--- src/rtl/fetch_pkg.sv ---
// rtl/fetch_pkg.sv - shared types and constants for the instruction fetch unit
package fetch_pkg;

  localparam int INSTR_W     = 32;
  localparam int PC_W        = 64;
  localparam int ROM_ADDR_W  = 32;
  localparam int ROM_IDX_W   = 8;
  localparam int ROM_IDX_LSB = 12;
  localparam logic [11:0] ROM_SEL = 12'hFFF;

  // Legacy encodings kept alongside the enum so older code can compare raw bits.
  localparam logic [0:0] ST_IDLE = 1'b0;
  localparam logic [0:0] ST_RUN  = 1'b1;

  typedef enum logic [0:0] {
    IDLE = ST_IDLE,
    RUN  = ST_RUN
  } fetch_state_e;

  typedef struct packed {
    logic [PC_W-1:0]    pc;
    logic [INSTR_W-1:0] instr;
  } fetch_entry_t;

  // ROM word index sits above a fixed all-ones select field so the ROM always decodes.
  function automatic logic [ROM_ADDR_W-1:0] rom_addr_of(input logic [ROM_IDX_W-1:0] idx);
    return {{(ROM_ADDR_W-ROM_IDX_LSB-ROM_IDX_W){1'b0}}, idx, ROM_SEL};
  endfunction

endpackage

--- src/rtl/fetch_fifo.sv ---
// rtl/fetch_fifo.sv - synchronous fetch buffer with flush, head register output
module fetch_fifo
  import fetch_pkg::*;
#(
  parameter int DEPTH = 2
) (
  input  logic         clk,
  input  logic         rst_n,
  input  logic         flush,
  input  logic         push,
  input  fetch_entry_t push_data,
  input  logic         pop,
  output fetch_entry_t head_data,
  output logic         full,
  output logic         empty
);

  localparam int AW = (DEPTH > 2) ? $clog2(DEPTH) : 1;
  localparam logic [AW:0] PTR_ONE = {{AW{1'b0}}, 1'b1};

  fetch_entry_t mem [DEPTH];
  logic [AW:0]  wr_ptr;
  logic [AW:0]  rd_ptr;
  logic         do_push;
  logic         do_pop;

  assign empty = (wr_ptr == rd_ptr);
  assign full  = (wr_ptr[AW] != rd_ptr[AW]) && (wr_ptr[AW-1:0] == rd_ptr[AW-1:0]);

  // A push into a full buffer is only legal when the head leaves in the same cycle.
  assign do_push = push && !flush && (!full || pop);
  assign do_pop  = pop && !flush && !empty;

  // Head is read from storage; nothing reaches decode while the buffer is empty.
  assign head_data = empty ? '0 : mem[rd_ptr[AW-1:0]];

  // Pointer update: flush and reset both return to empty.
  always_ff @(posedge clk or negedge rst_n) begin
    if (!rst_n) begin
      wr_ptr <= '0;
      rd_ptr <= '0;
    end else if (flush) begin
      wr_ptr <= '0;
      rd_ptr <= '0;
    end else begin
      if (do_push) wr_ptr <= wr_ptr + PTR_ONE;
      if (do_pop)  rd_ptr <= rd_ptr + PTR_ONE;
    end
  end

  // Entry storage, written only on an accepted push.
  always_ff @(posedge clk) begin
    if (do_push) mem[wr_ptr[AW-1:0]] <= push_data;
  end

endmodule

--- src/rtl/instr_fetch.sv ---
// rtl/instr_fetch.sv - PC sequencing, ROM addressing and fetch buffer control
module instr_fetch
  import fetch_pkg::*;
#(
  parameter logic [63:0] RESET_PC = 64'h0,
  parameter int          DEPTH    = 2
) (
  input  logic               clk,
  input  logic               rst_n,
  input  logic               fetch_en,
  input  logic               redirect_valid,
  input  logic [PC_W-1:0]    redirect_pc,
  output logic [31:0]        rom_addr,
  input  logic [63:0]        rom_data,
  output logic               if_valid,
  input  logic               if_ready,
  output logic [INSTR_W-1:0] if_instr,
  output logic [PC_W-1:0]    if_pc
);

  fetch_state_e    state;
  logic [PC_W-1:0] pc;
  logic            buf_full;
  logic            buf_empty;
  logic            do_pop;
  logic            do_fetch;
  fetch_entry_t    push_entry;
  fetch_entry_t    head_entry;
  logic            unused_bits;

  // Upper ROM word and the redirect byte offset carry no information for fetch.
  assign unused_bits = ^{rom_data[63:32], redirect_pc[1:0]};

  assign rom_addr = rom_addr_of(pc[ROM_IDX_W+1:2]);

  // A redirect cancels both the pop and the fetch of its cycle.
  assign do_pop   = if_valid && if_ready && !redirect_valid;
  assign do_fetch = (state == RUN) && fetch_en && !redirect_valid && (!buf_full || do_pop);

  assign push_entry.pc    = pc;
  assign push_entry.instr = rom_data[INSTR_W-1:0];

  assign if_valid = !buf_empty;
  assign if_pc    = head_entry.pc;
  assign if_instr = head_entry.instr;

  // Run/idle control follows fetch_en; redirects do not change it.
  always_ff @(posedge clk or negedge rst_n) begin
    if (!rst_n) begin
      state <= IDLE;
    end else begin
      case (state)
        IDLE:    if (fetch_en)  state <= RUN;
        RUN:     if (!fetch_en) state <= IDLE;
        default: state <= IDLE;
      endcase
    end
  end

  // Program counter: redirect target wins, otherwise step one word per fetch.
  always_ff @(posedge clk or negedge rst_n) begin
    if (!rst_n) begin
      pc <= RESET_PC;
    end else if (redirect_valid) begin
      pc <= {redirect_pc[PC_W-1:2], 2'b00};
    end else if (do_fetch) begin
      pc <= pc + 64'd4;
    end
  end

  fetch_fifo #(
    .DEPTH(DEPTH)
  ) u_fifo (
    .clk       (clk),
    .rst_n     (rst_n),
    .flush     (redirect_valid),
    .push      (do_fetch),
    .push_data (push_entry),
    .pop       (do_pop),
    .head_data (head_entry),
    .full      (buf_full),
    .empty     (buf_empty)
  );

endmodule
--- config.mk ---
export PLATFORM = sky130hd
export DESIGN_NAME = instr_fetch
export DESIGN_NICKNAME = d
export VERILOG_FILES = /design/src/rtl/fetch_pkg.sv /design/src/rtl/fetch_fifo.sv /design/src/rtl/instr_fetch.sv
export SDC_FILE = /design/constraint.sdc
export NUM_CORES = 1
export LEC_CHECK = 0
export ABC_CLOCK_PERIOD_IN_PS = 10400
export CORE_MARGIN = 2
export CORE_UTILIZATION = 50
export DETAILED_ROUTE_END_ITERATION = 6
export PLACE_DENSITY = 0.87
export SYNTH_ARGS = -nofsm -noshare
export SYNTH_HDL_FRONTEND = slang
export SYNTH_SLANG_ARGS = --single-unit
--- constraint.sdc ---
create_clock -name clk -period 10.4 [get_ports clk]
set_clock_uncertainty 0.05 [all_clocks]
set_input_delay 3.12 -clock clk [delete_from_list [all_inputs] [get_ports clk]]
set_output_delay 3.12 -clock clk [all_outputs]
set_load 0.05 [all_outputs]
==> flow_metrics.env, run 1 <==
export IMPL_status="finished clean"
export IMPL_hold_viol_final=0
export IMPL_layout_min_cycle_time_ns=6.74
export IMPL_antenna_found_initial=0
export IMPL_rsz0062_at_grt="no"
export IMPL_slew_headroom=0.289
export IMPL_power_leakage_nw=4.74
export IMPL_synth_edf_count=188
export IMPL_seq_power_share=0.413
export IMPL_cts_resized_gates=0
export IMPL_place_hpwl_mm=16.7
export IMPL_drive_above_1_share=0.0566
export IMPL_clock_sinks=255
export IMPL_grt_pass1_vias=7527
export IMPL_ys_flop_type="edfxtp_1"
export IMPL_std_cell_rows=54
export IMPL_async_reset_ff_frac=0.263
export IMPL_diodes=0
export IMPL_post_route_drc_count=0
export IMPL_htreeDepth=1
export IMPL_synth_cells=892
export IMPL_hold_start="pc[63]"
export IMPL_synth_area_sq_mm=0.0112
export IMPL_routedWlPerCell_um=18.8
export IMPL_core_area_sq_mm=0.0219
export IMPL_total_power_w=0.00293
export IMPL_ys_seq_elements=255
export IMPL_insertion_delay_ns=0.52
export IMPL_die_h_um=153
export IMPL_die_w_um=153
export IMPL_startpoint="u_fifo.rd_ptr[0]"
export IMPL_endpoint_kind="primary output"
export IMPL_wl_mm=25.8
export IMPL_dp_slack_ns=4.15
export IMPL_grt_use_total=0.214
export IMPL_slew_viol_final=0
export IMPL_ys_warn_count=0
export IMPL_cts_buffers=26
export IMPL_combPwrFrac=0.268
export IMPL_grt_max_degree=96
export IMPL_root_buffer="clkbuf_16"
export IMPL_cts_clk_slew_worst_paths_ns=0.06
export IMPL_start_kind="flop"
export IMPL_p_clk_frac=0.318
export IMPL_maxCapViolations=0
export IMPL_rr_startpoint="u_fifo.rd_ptr[0]"
export IMPL_via_per_inst=5.55
export IMPL_path_class="flop to primary output"
export IMPL_crit_required_ns=7.23
export IMPL_cts_setup_buffers=0
export IMPL_setup_tns_ns=0
export IMPL_finalSetupViolCount=0
export IMPL_ys_seq_area_frac=0.657
export IMPL_internal_power_w=0.00196
export IMPL_ir_drop_mv=0.115
export IMPL_dieArea_sq_mm=0.0235
export IMPL_rrSetupSlack_ns=6.81
export IMPL_initial_utilization=0.509
export IMPL_io_pins=262
export IMPL_grt_pass1_wl_mm=40.1
export IMPL_switchingPower_w=0.000967
export IMPL_cp_max_fo=56
export IMPL_cts_path_max_buffers=3
export IMPL_final_nets=1209
export IMPL_synthToLayoutAreaGrowth_pct=26.7
export IMPL_setup_ws_ns=3.66
export IMPL_first_iter_violations=632
export IMPL_vias=7633
export IMPL_hold_buffers=0
export IMPL_fin_crit_sh=0.648
export IMPL_cp_arrival_ns=3.57
export IMPL_p_per_area_mw_per_mm2=207
export IMPL_dr_pass1_iters=5
export IMPL_ant_nets=0
export IMPL_place_congestion=0.874
export IMPL_max_freq_mhz=148
export IMPL_min_path_type="flop to flop"
export IMPL_swShare=0.330
export IMPL_avgSynthCellArea_sq_um=12.5
export IMPL_cts_tree="built"
export IMPL_synthDistinctLibCells=35
export IMPL_worstMarginPinSlew_ns=1.07
export IMPL_grt_overflow=0
export IMPL_port_buffers=201
area by class of cell:
class	instances	area, sq um
tap	280	350
clock inverter	11	130
clock buffer	37	743
sequential	255	7330
timing repair buffer	211	2080
fill	1599	7760
inverter	5	18.8
multi-input combinational	576	3480
sequential cells by signal (all words and copies together), names as in the netlist:
name and count:
u_fifo.rd_ptr 2, pc 62, state 1, u_fifo.mem 188, u_fifo.wr_ptr 2
cells in the mapped netlist (2+ instances only):
cell type    n  share of area
inv_1        5         0.0017
a31oi_1     28          0.016
mux2i_1     95          0.085
o31ai_1      9         0.0061
clkbuf_1    31          0.010
xnor2_1     25          0.020
conb_1       2        0.00067
buf_1       12         0.0040
or3_1       21          0.012
nand4_1     28          0.016
nor3_1      15         0.0067
nor4_1       9         0.0050
and4_1       2         0.0016
o21ai_0     51          0.023
buf_4       34          0.023
buf_6        2         0.0020
edfxtp_1   188           0.51
xor2_1      14          0.011
nor2_1     136          0.046
dfrtp_1     67           0.15
and2_1       5         0.0028
and3_1       8         0.0045
nand3_1     20         0.0090
nand2_1     63          0.021
or4_1       11         0.0074
nand4_2      2         0.0022
through the flow:
step           area [sq um]  hold WS, ns   util  std cells
6_report              14100        0.439  0.645       1375
5_1_grt               14100        0.466  0.645       1375
4_1_cts               14100        0.440  0.645       1375
3_5_place_dp          13300        0.427  0.606       1327
3_3_place_gp          13300        0.411  0.606       1327
2_1_floorplan         11200        0.401      -        916
layer usage:
layer	part of all wire	wire length (um)	global-route usage	vias to the layer above
li1	-	-	-	3584
met1	0.41	10500	0.284	3686
met2	0.50	12900	0.361	312
met3	0.070	1800	0.0354	51
met4	0.026	669	0.0730	0
met5	0	0	0	-
worst max-delay path, stage by stage (launching register included):
cell	delay (ns)
dfrtp_4	0.94
buf_4	0.86
mux2i_1	0.20
nor2_1	0.15
clkdlybuf4s50_1	0.85
power by group through the flow:
stage / logic [W] / registers (W) / clock network (W)
floorplan: 0.000554 / 0.00120 / 0
global placement: 0.000779 / 0.00122 / 0
detailed placement: 0.000788 / 0.00123 / 0
CTS: 0.000791 / 0.00121 / 0.000945
global route: 0.000826 / 0.00122 / 0.000986
finish: 0.000785 / 0.00121 / 0.000931
kinds of logic (layout without fill, tap and decap cells):
logic type | Yosys count | after routing | synth area share
AND/OR/NAND/NOR | 321 | 321 | 0.135
XOR/XNOR | 39 | 39 | 0.0306
multiplexers | 96 | 96 | 0.0863
other | 2 | 26 | 0.000673
flip-flops | 255 | 255 | 0.657
adder cells (fa/ha/maj) | 1 | 1 | 0.00112
buffers and inverters | 85 | 264 | 0.0415
AO/OA/AOI/OAI | 93 | 93 | 0.0485
worst paths after layout:
check,cells after the start,to
setup / recovery,4,if_pc[3]
hold / removal,0,u_fifo.mem[1][95]
setup reg to reg,5,pc[59]
hold reg to reg,0,u_fifo.mem[1][95]
max in group asynchronous,2,u_fifo.rd_ptr[0]
min in group asynchronous,2,pc[58]
cell usage in the layout (no fill, tap or decap), drive strengths merged, types with 15 or more instances in the layout:
cell type      instances
clkdlybuf4s50        199
edfxtp               188
nor2                 136
mux2i                 95
dfrtp                 67
nand2                 63
o21ai                 52
clkbuf                37
nand4                 30
a31oi                 28
conb                  26
xnor2                 25
or3                   21
nand3                 20
nor3                  15
Power figures use the tool's default switching activity.
==> run 2, diff against run 1 <==
ABC_CLOCK_PERIOD_IN_PS = 6500   (was 10400)
clock period = 6.5 ns   (was 10.4 ns; I/O delays follow)
==> flow_metrics.env, run 2 (synthesis gave the netlist of run 1 again) <==
export IMPL_start_kind="flop"
export IMPL_core_area_sq_mm=0.0219
export IMPL_die_w_um=153
export IMPL_cts_resized_gates=0
export IMPL_rsz0062_at_grt="no"
export IMPL_min_path_type="flop to flop"
export IMPL_design_area_sq_mm=0.0141
export IMPL_vias=7762
export IMPL_cts_path_max_buffers=3
export IMPL_setup_ws_ns=1.24
export IMPL_place_hpwl_mm=17.1
export IMPL_whs_ns=0.441
export IMPL_place_congestion=0.884
export IMPL_post_route_drc_count=0
export IMPL_grt_use_total=0.216
export IMPL_grt_pass1_vias=7548
export IMPL_grt_overflow=0
export IMPL_setup_tns_ns=0
export IMPL_slew_viol_final=0
export IMPL_ir_drop_mv=0.169
export IMPL_cts_setup_buffers=0
export IMPL_cts_clk_slew_worst_paths_ns=0.06
export IMPL_first_iter_violations=582
export IMPL_fin_crit_sh=0.809
export IMPL_slowest_delay_ns=0.93
export IMPL_hold_buffers=0
export IMPL_antenna_found_initial=0
export IMPL_hold_viol_final=0
export IMPL_largest_reg_flops=188
export IMPL_slew_headroom=0.257
export IMPL_initial_utilization=0.509
export IMPL_max_freq_mhz=190
export IMPL_dr_pass1_iters=5
export IMPL_grt_pass1_wl_mm=40.9
export IMPL_cts_buffers=26
export IMPL_hold_start="pc[63]"
export IMPL_diodes=0
export IMPL_endpoint_kind="primary output"
export IMPL_r2r_end="pc[59]"
export IMPL_routedWlPerCell_um=19.2
export IMPL_insertion_delay_ns=0.51
export IMPL_final_cell_mix="199 x clkdlybuf4s50_1, 188 x edfxtp_1, 136 x nor2_1"
export IMPL_path_class="flop to primary output"
export IMPL_dp_slack_ns=1.60
export IMPL_rr_startpoint="u_fifo.rd_ptr[0]"
export IMPL_final_nets=1211
export IMPL_root_buffer="clkbuf_16"
export IMPL_status="finished clean"
export IMPL_grt_max_degree=96
export IMPL_rrSetupSlack_ns=2.71
export IMPL_p_per_area_mw_per_mm2=326
export IMPL_port_buffers=201
export IMPL_io_pins=262
export IMPL_htreeDepth=1
export IMPL_cp_max_fo=95
export IMPL_layout_min_cycle_time_ns=5.26
export IMPL_synthToLayoutAreaGrowth_pct=26.3
export IMPL_cts_tree="built"
export IMPL_via_per_inst=5.65
export IMPL_slowest_stage="and2_4"
export IMPL_power_leakage_nw=4.72
export IMPL_clock_sinks=255
export IMPL_crit_end="if_valid"
export IMPL_maxCapViolations=0
export IMPL_worstMarginPinSlew_ns=1.11
export IMPL_drive_above_1_share=0.0548
export IMPL_post_dp_cell_area_sq_mm=0.0133
export IMPL_die_h_um=153
export IMPL_std_cell_rows=54
export IMPL_worstPathCellList="xnor2_1 -> and2_4 -> inv_1 -> clkdlybuf4s50_1"
export IMPL_reg2regPathDepth=6
export IMPL_wl_mm=26.4
export IMPL_finalSetupViolCount=0
export IMPL_crit_required_ns=4.50
export IMPL_cp_arrival_ns=3.26
export IMPL_final_common_cell="clkdlybuf4s50_1"
export IMPL_ant_nets=0
export IMPL_startpoint="u_fifo.rd_ptr[1]"
export IMPL_dieArea_sq_mm=0.0235
run 2: cell types whose count changed in the layout (fill, tap and decap cells not counted), sizes merged:
cell,previous run,this run
clkbuf,37,38
bufinv,2,0
clkinvlp,4,3
buf,12,14
run 2: critical path: cells and delay by family (launching register included):
kind | cells | cell delay, ns
buf+inv | 2 | 0.99
simple gates | 1 | 0.93
flops | 1 | 0.40
xor+xnor | 1 | 0.39
run 2: final cells by class:
type	count	area, sq um
multi-input combinational	576	3480
fill	1621	7800
clock inverter	8	48.8
clock buffer	38	757
sequential	255	7330
inverter	5	18.8
timing repair buffer	213	2100
tap	280	350
run 2: stage by stage:
stage                util  instances  power, W
finish              0.644       1375   0.00459
detailed placement  0.607       1329   0.00323
global placement    0.607       1329   0.00321
global route        0.644       1375   0.00475
floorplan               -        916   0.00280
CTS                 0.644       1375   0.00462
run 2: worst min-delay path by stage:
stage,slack (ns),to,cells after the start
CTS,0.44,u_fifo.mem[0][95],0
finish,0.44,u_fifo.mem[0][95],0
global placement,0.41,u_fifo.mem[0][95],0
global route,0.46,u_fifo.mem[0][95],0
detailed placement,0.42,u_fifo.mem[1][95],0
floorplan,0.40,u_fifo.mem[0][95],0
run 2: metal layers:
layer | global-route usage | up-vias | routed length (um)
li1 | - | 3581 | -
met1 | 0.289 | 3773 | 10700
met2 | 0.367 | 361 | 13000
met3 | 0.0386 | 47 | 2040
met4 | 0.0594 | 0 | 573
met5 | 0 | - | 0
run 2: power breakdown:
group	internal [W]	switching [W]	total, W
sequential	0.00183	0.0000751	0.00191
clock	0.000805	0.000591	0.00140
combinational	0.000422	0.000864	0.00129
==> run 3, diff against run 2 <==
ABC_CLOCK_PERIOD_IN_PS = 5300   (was 6500)
clock period = 5.3 ns   (was 6.5 ns; I/O delays follow)
==> flow_metrics.env, run 3 (synthesis gave the netlist of run 1 again) <==
export IMPL_cp_arrival_ns=3.04
export IMPL_crit_required_ns=3.66
export IMPL_clock_sinks=255
export IMPL_combPwrFrac=0.270
export IMPL_power_leakage_nw=4.79
export IMPL_start_kind="flop"
export IMPL_port_buffers=201
export IMPL_instances_no_fill=1380
export IMPL_dp_slack_ns=1.15
export IMPL_core_area_sq_mm=0.0219
export IMPL_setup_tns_ns=0
export IMPL_htreeDepth=1
export IMPL_max_freq_mhz=214
export IMPL_std_cell_rows=54
export IMPL_die_h_um=153
export IMPL_grt_overflow=0
export IMPL_status="finished clean"
export IMPL_seq_area_sq_mm=0.00733
export IMPL_slew_headroom=0.386
export IMPL_fin_crit_sh=0.883
export IMPL_ir_drop_mv=0.273
export IMPL_grt_pass1_wl_mm=41.6
export IMPL_die_w_um=153
export IMPL_layout_min_cycle_time_ns=4.68
export IMPL_switchingPower_w=0.00193
export IMPL_setup_ws_ns=0.619
export IMPL_root_buffer="clkbuf_16"
export IMPL_antenna_found_initial=0
export IMPL_dr_pass1_iters=5
export IMPL_wl_mm=26.2
export IMPL_hold_buffers=0
export IMPL_fin_util=0.651
export IMPL_final_nets=1214
export IMPL_p_clk_frac=0.333
export IMPL_diodes=0
export IMPL_grt_pass1_vias=7767
export IMPL_final_cell_mix="199 x clkdlybuf4s50_1, 188 x edfxtp_1, 136 x nor2_1"
export IMPL_insertion_delay_ns=0.53
export IMPL_cts_setup_buffers=0
export IMPL_internal_power_w=0.00395
export IMPL_cts_path_max_buffers=3
export IMPL_cts_clk_slew_worst_paths_ns=0.06
export IMPL_initial_utilization=0.509
export IMPL_routedWlPerCell_um=19.0
export IMPL_dieArea_sq_mm=0.0235
export IMPL_rsz0062_at_grt="no"
export IMPL_swShare=0.329
export IMPL_dp_cells=1332
export IMPL_place_congestion=0.857
export IMPL_ant_nets=0
export IMPL_worstMarginPinSlew_ns=0.922
export IMPL_grt_max_degree=60
export IMPL_min_path_type="flop to flop"
export IMPL_fillers=1565
export IMPL_cts_buffers=26
export IMPL_path_class="flop to primary output"
export IMPL_hold_viol_final=0
export IMPL_first_iter_violations=566
export IMPL_cp_max_fo=51
export IMPL_endpoint_kind="primary output"
export IMPL_maxCapViolations=0
export IMPL_finalSetupViolCount=0
export IMPL_synthToLayoutAreaGrowth_pct=27.8
export IMPL_post_route_drc_count=0
export IMPL_place_hpwl_mm=17.2
export IMPL_drive_above_1_share=0.0664
export IMPL_grt_use_total=0.220
export IMPL_cts_tree="built"
export IMPL_p_per_area_mw_per_mm2=413
export IMPL_vias=7765
export IMPL_slew_viol_final=0
export IMPL_cts_resized_gates=0
export IMPL_final_common_cell="clkdlybuf4s50_1"
export IMPL_via_per_inst=5.63
export IMPL_whs_ns=0.465
export IMPL_largest_reg_flops=188
export IMPL_io_pins=262
export IMPL_multi_input_area_sq_mm=0.00348
export IMPL_seq_power_share=0.398
-- run 3: power by group through the flow --
stage | Clock [W] | Combinational (W) | Sequential [W]
floorplan | 0 | 0.00109 | 0.00235
global placement | 0 | 0.00158 | 0.00237
detailed placement | 0 | 0.00159 | 0.00238
CTS | 0.00199 | 0.00160 | 0.00234
global route | 0.00206 | 0.00167 | 0.00235
finish | 0.00196 | 0.00159 | 0.00234
-- run 3: area by class of cell --
type / count / area share
tap: 280 / 0.0246
timing repair buffer: 216 / 0.150
clock inverter: 21 / 0.0181
inverter: 5 / 0.00132
multi-input combinational: 576 / 0.244
clock buffer: 27 / 0.0474
sequential: 255 / 0.514
-- run 3: per-layer routing --
layer	track usage	up-vias	part of all wire
met3	0.0340	51	0.069
met1	0.292	3778	0.40
met5	0	-	0
li1	-	3607	-
met2	0.377	329	0.50
met4	0.0682	0	0.025
-- run 3: through the flow --
stage               area [sq um]  power (W)
detailed placement         13300    0.00397
global route               14300    0.00609
CTS                        14300    0.00592
global placement           13300    0.00394
floorplan                  11300    0.00344
finish                     14300    0.00588
-- run 3: path summary, 6_finish.rpt --
kind                                   from  slack [ns]  cells past startpoint                 to
setup / recovery           u_fifo.rd_ptr[1]        0.62                      5           if_pc[7]
hold / removal                       pc[63]        0.46                      0  u_fifo.mem[1][95]
setup reg to reg                      pc[2]        1.98                      6             pc[54]
hold reg to reg                      pc[63]        0.46                      0  u_fifo.mem[1][95]
max in group asynchronous             rst_n        3.10                      2   u_fifo.rd_ptr[0]
min in group asynchronous             rst_n        0.93                      1             pc[56]
-- run 3: critical path: stages (launching register included) --
cell,delay (ns)
dfrtp_1,0.40
xnor2_1,0.37
and2_4,0.58
buf_12,0.30
nor2_1,0.10
clkdlybuf4s50_1,0.73
